===== src/rtl/durum_desen_algilayici.sv =====
// Serial pattern detector: runtime pattern/mask, valid qualifier,
// overlap mode select and a saturating match counter.
module durum_desen_algilayici #(
  parameter int unsigned N                  = 4,
  parameter int unsigned SAYAC_GENISLIK     = 8,
  parameter logic [N-1:0] VARSAYILAN_DESEN  = 4'b1101,
  parameter logic [N-1:0] VARSAYILAN_MASKE  = 4'b0000
) (
  input  logic                      saat,
  input  logic                      reset,
  input  logic                      giris,
  input  logic                      gecerli,
  input  logic                      cakisma,
  input  logic                      desen_yukle,
  input  logic [N-1:0]              desen,
  input  logic [N-1:0]              maske,
  output logic                      cikis,
  output logic [SAYAC_GENISLIK-1:0] eslesme_sayisi,
  output logic [$clog2(N+1)-1:0]    durum_no
);

  localparam int unsigned DW = $clog2(N + 1);
  localparam logic [DW-1:0] DOLU = DW'(N);

  typedef enum logic [1:0] {
    BOS,
    DOLUM,
    HAZIR
  } durum_e;

  logic [N-1:0]              kay_q, kay_d;
  logic [DW-1:0]             dolum_q, dolum_d;
  logic [N-1:0]              desen_q, desen_d;
  logic [N-1:0]              maske_q, maske_d;
  logic                      cikis_q, cikis_d;
  logic [SAYAC_GENISLIK-1:0] sayac_q, sayac_d;

  durum_e        durum;
  logic [N-1:0]  kay_yeni;
  logic [DW-1:0] dolum_yeni;
  logic          eslesme;

  always_ff @(posedge saat) begin
    if (reset) begin
      kay_q   <= '0;
      dolum_q <= '0;
      desen_q <= VARSAYILAN_DESEN;
      maske_q <= VARSAYILAN_MASKE;
      cikis_q <= 1'b0;
      sayac_q <= '0;
    end else begin
      kay_q   <= kay_d;
      dolum_q <= dolum_d;
      desen_q <= desen_d;
      maske_q <= maske_d;
      cikis_q <= cikis_d;
      sayac_q <= sayac_d;
    end
  end

  always_comb begin
    kay_yeni   = {kay_q[N-2:0], giris};
    dolum_yeni = (durum == HAZIR) ? DOLU : dolum_q + DW'(1);
    eslesme    = (dolum_yeni == DOLU) &&
                 (((kay_yeni ^ desen_q) & ~maske_q) == '0);

    kay_d   = kay_q;
    dolum_d = dolum_q;
    desen_d = desen_q;
    maske_d = maske_q;
    cikis_d = 1'b0;
    sayac_d = sayac_q;

    if (desen_yukle) begin
      desen_d = desen;
      maske_d = maske;
      kay_d   = '0;
      dolum_d = '0;
    end else if (gecerli) begin
      kay_d   = kay_yeni;
      dolum_d = dolum_yeni;
      if (eslesme) begin
        cikis_d = 1'b1;
        if (sayac_q != '1) sayac_d = sayac_q + 1'b1;
        // Non-overlap mode demands N fresh bits for the next hit
        if (!cakisma) dolum_d = '0;
      end
    end
  end

  always_comb begin
    durum = BOS;
    unique case (1'b1)
      (dolum_q == '0):   durum = BOS;
      (dolum_q == DOLU): durum = HAZIR;
      default:           durum = DOLUM;
    endcase
    cikis          = cikis_q;
    eslesme_sayisi = sayac_q;
    durum_no       = dolum_q;
  end

endmodule


===== config.mk =====
export PLATFORM = sky130hd
export DESIGN_NAME = durum_desen_algilayici
export DESIGN_NICKNAME = d
export VERILOG_FILES = /design/src/rtl/durum_desen_algilayici.sv
export SDC_FILE = /design/constraint.sdc
export NUM_CORES = 1
export LEC_CHECK = 0
export BUFFER_PORTS_ARGS = -buffer_cell sky130_fd_sc_hd__buf_4
export CAP_MARGIN = 40
export CORE_UTILIZATION = 40
export CTS_CLUSTER_DIAMETER = 200
export DETAILED_ROUTE_END_ITERATION = 10
export GPL_TIMING_DRIVEN = 0
export SLEW_MARGIN = 10
export SYNTH_ARGS = -nofsm -noshare
export SYNTH_HDL_FRONTEND = slang
export SYNTH_SLANG_ARGS = --single-unit

===== constraint.sdc =====
create_clock -name saat -period 1.9 [get_ports saat]
set_input_delay 0.38 -clock saat [delete_from_list [all_inputs] [get_ports saat]]
set_output_delay 0.38 -clock saat [all_outputs]
set_load 0.1 [all_outputs]

[Word level (Yosys, flattened, before mapping)]
Index checks and enable logic that the tools add are counted.
Widths: inputs -> output; s select.
Storage, ports and cells
  output and inout port bits: 12
  input bits: 14
  word-level logic and storage cells: 28
  bits in registers: 23
Operators by class
  add/sub/neg operators: 2
  reduce and logical (&&, ||, !) cells: 6
  multiplexer cells: 5
  bitwise gates (word level): 5
  eq/ne operators: 4
Operators with widths (number)
  $mux 3: 3
  $add 8x1->8 const B: 1
  $ne 8x8->1 const B: 1
  $eq 3x3->1 const B: 2
  $and 4x4->4: 1
  $logic_not 4->1: 1
  $not 4->4: 1
  $pmux 2 s2: 1
  $reduce_and 4->1: 1
  $xor 4x4->4: 1
  $add 3x1->3 const B: 1
  $logic_not 3->1: 1
  $reduce_or 3->1: 1
  $eq 2x2->1 const B: 1
  $not 1->1: 2
  $reduce_or 2->1: 1
  $logic_and 1x1->1: 1
  $mux 1: 1

[Depth between registers and ports, before layout]
  depth after elaboration: 7
  mapped depth: 8
  gate-level depth less buffers: 7

[Worst setup path after synthesis]
Ideal clock, no wire load.
  path kind: register to register
  start: register dolum_q[0] (netlist: durum_no[0])
  end: register sayac_q[5] (netlist: eslesme_sayisi[5])
  buffers on the path: 0
  path slack: -0.847 ns
  stages on the path, launching flop included: 7
  arrival: 2.626 ns
  cell sequence: dfxtp_1 > ha_1 > a21oi_1 > a2111oi_4 > nand3_2 > nor4_1 > mux2_2
On the way
  cells in the longest elaborated chain, start to end: 7
Ends and longest elaborated chain
  start: declaration: line 32  | logic [DW-1:0] dolum_q, dolum_d;
  start signal: assignment: line 53  | dolum_q <= dolum_d;
  $eq 3x3->1 / $logic_not 3->1 (equally long branches): line 95, 94
  $pmux 2 s2: line 93  | unique case (1'b1)
  $eq 2x2->1: line 63  | dolum_yeni = (durum == HAZIR) ? DOLU : dolum_q + DW'(1);
  $mux 3 *: line 63
  $eq 3x3->1 *: line 64  | eslesme = (dolum_yeni == DOLU) &&
  $logic_and 1x1->1 *: line 64
  $reduce_and 4->1 (no source line) *
  end signal: assignment: line 57  | sayac_q <= sayac_d;
  end: declaration: line 36  | logic [SAYAC_GENISLIK-1:0] sayac_q, sayac_d;
Every way passes the cells marked *; elsewhere a longest branch is shown, timed or not.
A chain may end at the register's enable or synchronous reset.

[Worst setup path after layout]
  start: register dolum_q[0] (netlist: durum_no[0])
  end: register sayac_q[2] (netlist: eslesme_sayisi[2])
The elaborated chain is that of the path after synthesis.

==> metrics.csv <==
stage;metric;value;unit
min_path;worst hold endpoint;desen_q[3];
setup_path;RR Endpoint;eslesme_sayisi[2];
sta;fin crit period;1.89;ns
synthesis;Yosys top cell area share;42.6;%
clock_tree;# H-tree levels;1;
min_path;Hold Startpoint;desen[3];
flow_run;Max-Cap Viols;0;
die;Core Region;0.00252;mm^2
sta;Hold Vio Cnt, Final;0;
status;outcome;finished, final reports clean;
die;Starting Density;42.9;%
drt;# DRC;0;
pwr;Leakage;0.562;nW
pwr;Pwr Total;837;uW
setup_path;WP data arrival;2.14;ns
global_route;first-pass GRT wire length;3820;um
sta;fmax;0.529;GHz
drt;DR vias/cell;5.45;
global_route;largest net degree at the start of global routing;14;
pwr;Worst IR Drop VDD;0.438;mV
drt;drt initial violations;14;
synthesis;Syn Inst Count;116;
clock_tree;CTS root buffer;clkbuf_4;
die;die height;54.0;um
setup_path;crit path max fanout;8;
setup_path;Critical Path RT;2.15;ns
synthesis;Async SR Flop Fraction;0;%
drt;wire length per cell;12.6;um
clock_tree;Clock Path Buffers;2;
clock_tree;Num CTS Buffers;3;
min_path;Hold Path Class;in -> reg;
clock_tree;Worst-Skew Late Latency;0.31;ns
synthesis;count leader, synth;dfxtp_1;
global_route;initial antenna violation count;0;
sta;Rel. slew slack;63.8;%
place;Placer Congestion;0.773;
synthesis;Synth area leaders;dfxtp_1, mux2i_1, nor2_1;
die;DIE AREA;0.00291;mm^2
global_route;number of global-route vias before repair;872;
die;Std-Cell Rows;18;
setup_path;element type at the critical path end;flop;
synthesis;Net Count, Synth;133;
place;port bufs;23;
final_layout;share of cells above drive strength 1;39.5;%
die;Die W;54.0;um
final_layout;fin area;0.00144;mm^2
setup_path;reg-to-reg startpoint;durum_no[0];
setup_path;R2R Setup Slk;0.008;ns
drt;DR pass1 iterations;4;
setup_path;CP Class;reg -> reg;
min_path;hold-critical path depth;2;
synthesis;top post-synthesis cells by count;dfxtp_1, nor2_1, a21oi_1, mux2i_1;
place;post-detail-place hpwl;1640;um
sta;unrepaired setup endpoints after global routing;yes;
drt;Routed Wire Length;2230;um
place;Area after DPL;0.00136;mm^2
sta;clk_skew;0.00777;ns
setup_path;Crit. Startpoint;durum_no[0];
synthesis;Cell variety after synth;29;
synthesis;Primary FF master, synth;dfxtp_1;
sta;number of setup violations in the final report;0;
synthesis;Avg Inst Size Synth;9.32;um^2
clock_tree;clock-pin transition on the worst setup and hold timing paths;0.13;ns
pwr;Pwr Density;581;mW/mm^2
synthesis;largest area contributor in the netlist;dfxtp_1;
setup_path;reg2reg path depth;6;
sta;fin. max-slew vios;0;
synthesis;warning count from the yosys run;0;
synthesis;number of synthesized flops with an enable pin;0;
die;IO Pins;26;
final_layout;Layout area overhead;33.3;%
global_route;grt ovf;0;
global_route;GRT Total Usage;18.6;%
drt;DRT antenna net count;0;
clock_tree;CTS tree;done;
final_layout;# nets final;165;
setup_path;Worst Setup Start Kind;flop;
sta;Worst-Margin Slew;0.543;ns
synthesis;#FFs+latches synth;23;
synthesis;register area share after synthesis;42.6;%
drt;DR vias;965;
final_layout;Core Util, Final;57.1;%
clock_tree;clock sinks;23;
synthesis;Post-Syn Area;0.00108;mm^2
sta;crit share post-route;99.6;%
final_layout;antenna diode count;0;
[routing by layer]
metal	routed length [um]	GRT usage (%)
met1	1060	22.8
met2	1050	29.8
met3	68	3.39
met4	52	11.1
met5	0	0
[worst max-delay path by stage]
stage | end | slack [ns] | cells after the start
global route | eslesme_sayisi[1] | -0.09 | 7
CTS | eslesme_sayisi[1] | -0.04 | 7
finish | eslesme_sayisi[2] | 0.008 | 6
detailed placement | eslesme_sayisi[1] | -0.09 | 7
global placement | eslesme_sayisi[1] | -0.06 | 7
floorplan | eslesme_sayisi[2] | -0.11 | 6
[final cells by class]
class | instances | area [um^2]
fillers | 236 | 1080
multi-input cells | 81 | 629
flip-flops and latches | 23 | 484
repair buffers | 27 | 203
well taps | 30 | 37.5
plain buffers | 7 | 36.3
inverters | 5 | 23.8
clock buffers | 3 | 22.5
clock inverters | 1 | 5.00
[power breakdown]
group	switching, mW	internal (mW)
sequential	0.00980	0.490
combinational	0.0562	0.0522
clock	0.150	0.0787
total	0.216	0.621
[sequential cells by signal (all words and copies together), names as in the netlist]
register	flops
cikis	1
desen_q	4
eslesme_sayisi	8
durum_no	3
maske_q	4
kay_q	3
[through the flow]
step	std cells	setup WS (ns)	setup TNS, ns	hold slack, ns
finish	177	0.00837	0	0.262
global route	177	-0.0863	-0.310	0.250
CTS	177	-0.0359	-0.0860	0.253
detailed placement	169	-0.0864	-0.267	0.483
global placement	169	-0.0561	-0.152	0.477
floorplan	116	-0.113	-0.457	0.461
[cell families (layout without fill, tap and decap cells)]
kind of cell	count (synthesis)	count (layout)	synth area share, %
buf+inv	12	43	4.40
mux	11	11	10.3
simple gates	37	37	17.9
flops	23	23	42.6
xor+xnor	4	4	3.24
fa+ha+maj	3	3	3.47
compound gates	26	26	18.1
[worst max-delay path, stage by stage (launching register included)]
cell and delay [ns]:
dfxtp_4 0.39, ha_4 0.17, nand2b_4 0.14, a2111oi_4 0.34, nand3_4 0.17, or4_1 0.52, a21oi_1 0.12
[placed cells by master (no fill, tap or decap), types with 4 or more instances in the layout]
cell type and instances:
or4_1 5, nor2_1 14, mux2i_1 10, a21oi_1 8, dfxtp_1 12, xnor2_1 4, nor2b_1 4, nand2_1 4
dfxtp_2 7, buf_4 27, dfxtp_4 4, o31ai_1 5
[repair_timing]
item                       in CTS  in global routing
hold endpoints to repair        0                  0
buffers inserted                4                  0
cloned                          0                  0
gates resized for setup         2                  6
pin swaps                       1                  3
setup endpoints to repair       7                  8
hold buffers                    0                  0
No activity file was read; power rests on OpenSTA's default activity.
